===== src/rtl/dff_pkg.sv =====
// Shared constants and helpers for the elastic register pipeline.
// Parameter limits live here so every user elaborates against the same bounds.
package dff_pkg;

  localparam int MAX_DEPTH = 16;

  // Width of an occupancy counter that must represent 0..depth inclusive.
  function automatic int count_width(input int depth);
    return (depth < 1) ? 1 : $clog2(depth + 1);
  endfunction

endpackage


===== src/rtl/dff_stage.sv =====
// One elastic register stage: holds a word and its valid flag, advancing when
// the pipeline is allowed to move and this stage is ready.
module dff_stage #(
  parameter int               WIDTH       = 16,
  parameter logic [WIDTH-1:0] RESET_VALUE = '0
) (
  input  logic             clk,
  input  logic             reset,
  input  logic             flush,
  input  logic             load,
  input  logic             rdy_in,
  input  logic             valid_i,
  input  logic [WIDTH-1:0] data_i,
  output logic             valid_o,
  output logic             valid_d_o,
  output logic [WIDTH-1:0] data_o
);

  logic             valid_q;
  logic             valid_d;
  logic [WIDTH-1:0] data_q;
  logic [WIDTH-1:0] data_d;

  // rdy_in is this stage's own readiness from the chain; bubbles load as
  // invalid but never overwrite the data register.
  always_comb begin
    valid_d = valid_q;
    data_d  = data_q;
    if (flush) begin
      valid_d = 1'b0;
    end else if (load && rdy_in) begin
      valid_d = valid_i;
      if (valid_i) begin
        data_d = data_i;
      end
    end
  end

  always_ff @(posedge clk or posedge reset) begin
    if (reset) begin
      valid_q <= 1'b0;
      data_q  <= RESET_VALUE;
    end else begin
      valid_q <= valid_d;
      data_q  <= data_d;
    end
  end

  assign valid_o   = valid_q;
  assign valid_d_o = valid_d;
  assign data_o    = data_q;

endmodule


===== src/rtl/dff_pipe.sv =====
// Parametrised elastic register pipeline with valid/ready on both ends, a
// global stall enable, synchronous flush and a registered occupancy count.
module dff_pipe
  import dff_pkg::*;
#(
  parameter int               WIDTH       = 16,
  parameter int               DEPTH       = 3,
  parameter logic [WIDTH-1:0] RESET_VALUE = '0
) (
  input  logic                            clk,
  input  logic                            reset,
  input  logic                            enable,
  input  logic                            flush,
  input  logic                            in_valid,
  output logic                            in_ready,
  input  logic [WIDTH-1:0]                in_data,
  output logic                            out_valid,
  input  logic                            out_ready,
  output logic [WIDTH-1:0]                out_data,
  output logic [count_width(DEPTH)-1:0]   count
);

  localparam int CW = count_width(DEPTH);

  if (DEPTH < 1 || DEPTH > MAX_DEPTH) begin : g_bad_depth
    $error("dff_pipe: DEPTH %0d outside 1..%0d", DEPTH, MAX_DEPTH);
  end

  logic             advance;
  logic [DEPTH-1:0] valid_q;
  logic [DEPTH-1:0] valid_d;
  logic [DEPTH-1:0] rdy;
  logic [WIDTH-1:0] data_q [DEPTH];
  logic [CW-1:0]    count_q;
  logic [CW-1:0]    count_d;

  assign advance = enable && !flush;

  // Ready ripples from the output back to the input; an empty stage is
  // always ready so bubbles collapse.
  always_comb begin : ready_chain
    logic downstream;
    rdy        = '0;
    downstream = out_ready;
    for (int i = DEPTH - 1; i >= 0; i--) begin
      rdy[i]     = !valid_q[i] || downstream;
      downstream = rdy[i];
    end
  end

  genvar gi;
  for (gi = 0; gi < DEPTH; gi++) begin : g_stage
    logic             valid_in;
    logic [WIDTH-1:0] data_in;

    if (gi == 0) begin : g_head
      assign valid_in = in_valid;
      assign data_in  = in_data;
    end else begin : g_body
      assign valid_in = valid_q[gi-1];
      assign data_in  = data_q[gi-1];
    end

    dff_stage #(
      .WIDTH      (WIDTH),
      .RESET_VALUE(RESET_VALUE)
    ) u_stage (
      .clk      (clk),
      .reset    (reset),
      .flush    (flush),
      .load     (advance),
      .rdy_in   (rdy[gi]),
      .valid_i  (valid_in),
      .data_i   (data_in),
      .valid_o  (valid_q[gi]),
      .valid_d_o(valid_d[gi]),
      .data_o   (data_q[gi])
    );
  end

  // Popcount of the next valid vector keeps count aligned with valid.
  always_comb begin
    count_d = '0;
    for (int i = 0; i < DEPTH; i++) begin
      count_d = count_d + CW'(valid_d[i]);
    end
  end

  always_ff @(posedge clk or posedge reset) begin
    if (reset) begin
      count_q <= '0;
    end else begin
      count_q <= count_d;
    end
  end

  assign in_ready  = advance && rdy[0];
  assign out_valid = advance && valid_q[DEPTH-1];
  assign out_data  = data_q[DEPTH-1];
  assign count     = count_q;

endmodule


===== config.mk =====
export PLATFORM = sky130hd
export DESIGN_NAME = dff_pipe
export DESIGN_NICKNAME = d
export VERILOG_FILES = /design/src/rtl/dff_pkg.sv /design/src/rtl/dff_stage.sv /design/src/rtl/dff_pipe.sv
export SDC_FILE = /design/constraint.sdc
export NUM_CORES = 1
export LEC_CHECK = 0
export BUFFER_PORTS_ARGS = -buffer_cell sky130_fd_sc_hd__buf_2
export CELL_PAD_IN_SITES_DETAIL_PLACEMENT = 1
export CELL_PAD_IN_SITES_GLOBAL_PLACEMENT = 1
export CORE_ASPECT_RATIO = 1.4
export CORE_MARGIN = 5
export CORE_UTILIZATION = 45
export CTS_CLUSTER_DIAMETER = 150
export DETAILED_ROUTE_END_ITERATION = 6
export GPL_TIMING_DRIVEN = 0
export PLACE_DENSITY = 0.85
export SYNTH_ARGS = -nofsm -noshare
export SYNTH_HDL_FRONTEND = slang
export SYNTH_HIERARCHICAL = 1
export SYNTH_SLANG_ARGS = --single-unit

===== constraint.sdc =====
create_clock -name clk -period 1.85 [get_ports clk]
set_input_delay 0.185 -clock clk [delete_from_list [all_inputs] [get_ports clk]]
set_output_delay 0.185 -clock clk [all_outputs]
set_load 0.02 [all_outputs]

==> metrics.txt <==
status finished, final reports clean; Core Area 4842 um^2; initial antenna violation count 0; vias in the first global route 1436; CTS sink count 53; RSZ-0062 raised after global routing false; final instance area 2626 um^2; vias per std cell 5.021; CTS Root Cell clkbuf_8; Net Count, Synth 152; top cell type's share of synthesized area 59.25%; CP Depth 5; CP delay by family, top adder cells; syn_area_per_cell 17.35 um^2; crit path cell chain nor2b_4 -> nand2_1 -> a21bo_2 -> a21oi_2 -> fa_1; Wirelength per Cell 18.60 um; final cycle utilization of the critical path 93.25%; gp weighted congestion 0.7078; vias 1210; Worst Setup Start Kind flop; fin util 54.24%; dpl hpwl 3.512 mm; worst-path fanout max 4; Final Skew 0.009468 ns; Nets 201; DIE WIDTH 69.61 um; Diodes inserted 0; MaxCap Viol Count 0; DRC Markers 0; CP startpoint g_stage[2].u_stage/valid_o$_DFF_PP0_; Syn Inst Count 129; CP Data Required Time 2.02 ns; worst rel slew slack 52.91%; Worst VDD drop 679.2 uV; sequential fraction of the synthesis area 59.25%; CP Class reg -> reg; CP max stage cell fa_1; number of synthesized register bits 53; Worst setup EP type flop; Worst Hold Class in -> reg; clock slew at reported path FFs 0.09 ns; Cell variety after synth 15; most common cell after layout, fill and taps aside dfrtp_1; Area growth, synth to finish 17.33%; r2r endpoint count[0]$_DFF_PP0_; worst-margin pin slew 0.7056 ns; I/O pin cnt 42; drt first-iter violations 31; Final Critical Period 1.725 ns; starting density of the core 46.23%; Worst-Skew Late Latency 0.30 ns; die height 93.45 um; largest net degree at the start of global routing 18; PortBufs 41; Routed Antenna Nets 0; PwrDens 881.1 nW/um^2; total gr overflow 0; Longest Clk Path Bufs 2; CTS tree built; Slew Limit Fails 0; leading cell types in the layout, fill and taps excluded dfrtp_1 (53), buf_2 (41), mux2_4 (30), mux2_2 (18), inv_1 (6); Pre-antenna DRT Iters 4; share of cells above drive strength 1 63.28%; row count 30; setup ws final 0.1249 ns; fmax 0.5797 GHz; dpl ws -0.3737 ns; Worst Setup EP count[0]$_DFF_PP0_; Critical R2R Launch g_stage[2].u_stage/valid_o$_DFF_PP0_; first-pass GRT wire length 7.507 mm; CP Buf/Inv Count 0; area of the die 6505 um^2; Post-DP Area 2524 um^2; Reg2Reg Depth 5; Inserted Clock Buffers 5; Overall Global Routing Usage 15.11%; drt total wl 4.483 mm; Critical Path Max Stage Delay 0.46 ns; Final setup violation count 0; static leakage 0.001419 uW; dominant cells by area after synthesis dfrtp_1 (59%), mux2_4 (20%), mux2_2 (9.1%); Cell Area, Synth 2238 um^2; dominant cell type by area after synthesis dfrtp_1; Hold Vio Cnt, Final 0; Critical Path AT 1.90 ns; Ys Warns 6; H-tree Lvls 2; FF-to-FF setup slack 0.12 ns
-- worst min-delay path by stage --
stage               cells after the start  slack (ns)                                        end   startpoint
global route                            2        0.10  g_stage[0].u_stage/data_o[14]$_DFFE_PP0P_  in_data[14]
global placement                        2        0.06                         count[1]$_DFF_PP0_        reset
floorplan                               1       -0.07                         count[0]$_DFF_PP0_        reset
detailed placement                      2        0.07                         count[0]$_DFF_PP0_        reset
finish                                  2        0.11   g_stage[0].u_stage/data_o[6]$_DFFE_PP0P_   in_data[6]
CTS                                     2        0.10   g_stage[0].u_stage/data_o[6]$_DFFE_PP0P_   in_data[6]
-- per-stage QoR --
| stage | std cells | total power [uW] | hold slack (ns) | TNS, ns |
|---|---|---|---|---|
| 2_1_floorplan | 129 | 1643 | -0.07382 | 0 |
| 3_3_place_gp | 234 | 1711 | 0.06368 | -3.671 |
| 3_5_place_dp | 234 | 1756 | 0.07307 | -6.503 |
| 4_1_cts | 241 | 2354 | 0.1003 | 0 |
| 5_1_grt | 241 | 2445 | 0.1021 | 0 |
| 6_report | 241 | 2314 | 0.1112 | 0 |
-- layout make-up --
cell class,count,area [um^2]
well taps,64,80.08
flip-flops and latches,53,1326
plain buffers,3,33.78
inverters,6,22.52
multi-input cells,67,874.6
fillers,476,2216
clock inverters,1,5.005
clock buffers,5,68.82
repair buffers,42,215.2
-- cell families (layout without fill, tap and decap cells) --
group	count (synthesis)	in the layout	synth area share, %
simple gates	11	11	5.478
fa+ha+maj	1	1	0.8944
flops	53	53	59.25
mux	48	48	29.18
buf+inv	9	57	2.515
compound gates	7	7	2.683
-- cells in the mapped netlist --
cell,n
mux2_2,18
a311oi_2,1
inv_1,6
mux2_4,30
dfrtp_1,53
a21oi_1,3
fa_1,1
nand4b_4,3
buf_6,3
nand2_1,1
nand3_1,4
a21bo_2,3
nor2b_4,1
nor2b_1,1
and2_2,1
-- where the power goes --
part	total (uW)	internal (uW)	switching, uW
logic	315	207	108
clock network	586	250	337
registers	1410	1320	96.7
-- sequential cells by signal, summed over array words and instances, names as in the netlist --
register and count:
count 2, g_stage.u_stage/valid_o 3, g_stage.u_stage/data_o 48
-- metal layers --
metal	global-route usage, %	vias up	wire (um)
li1	-	545	-
met1	15.94	624	1689
met2	28.03	33	2459
met3	4.946	8	255
met4	5.049	0	78
met5	0	-	0
-- what timing repair did --
item,in CTS,in global routing
setup buffers,0,0
hold buffers,1,0
endpoints found under the hold margin,2,0
gates resized for setup,2,3
endpoints found under the setup margin,1,1
No activity file was read; power rests on OpenSTA's default activity.
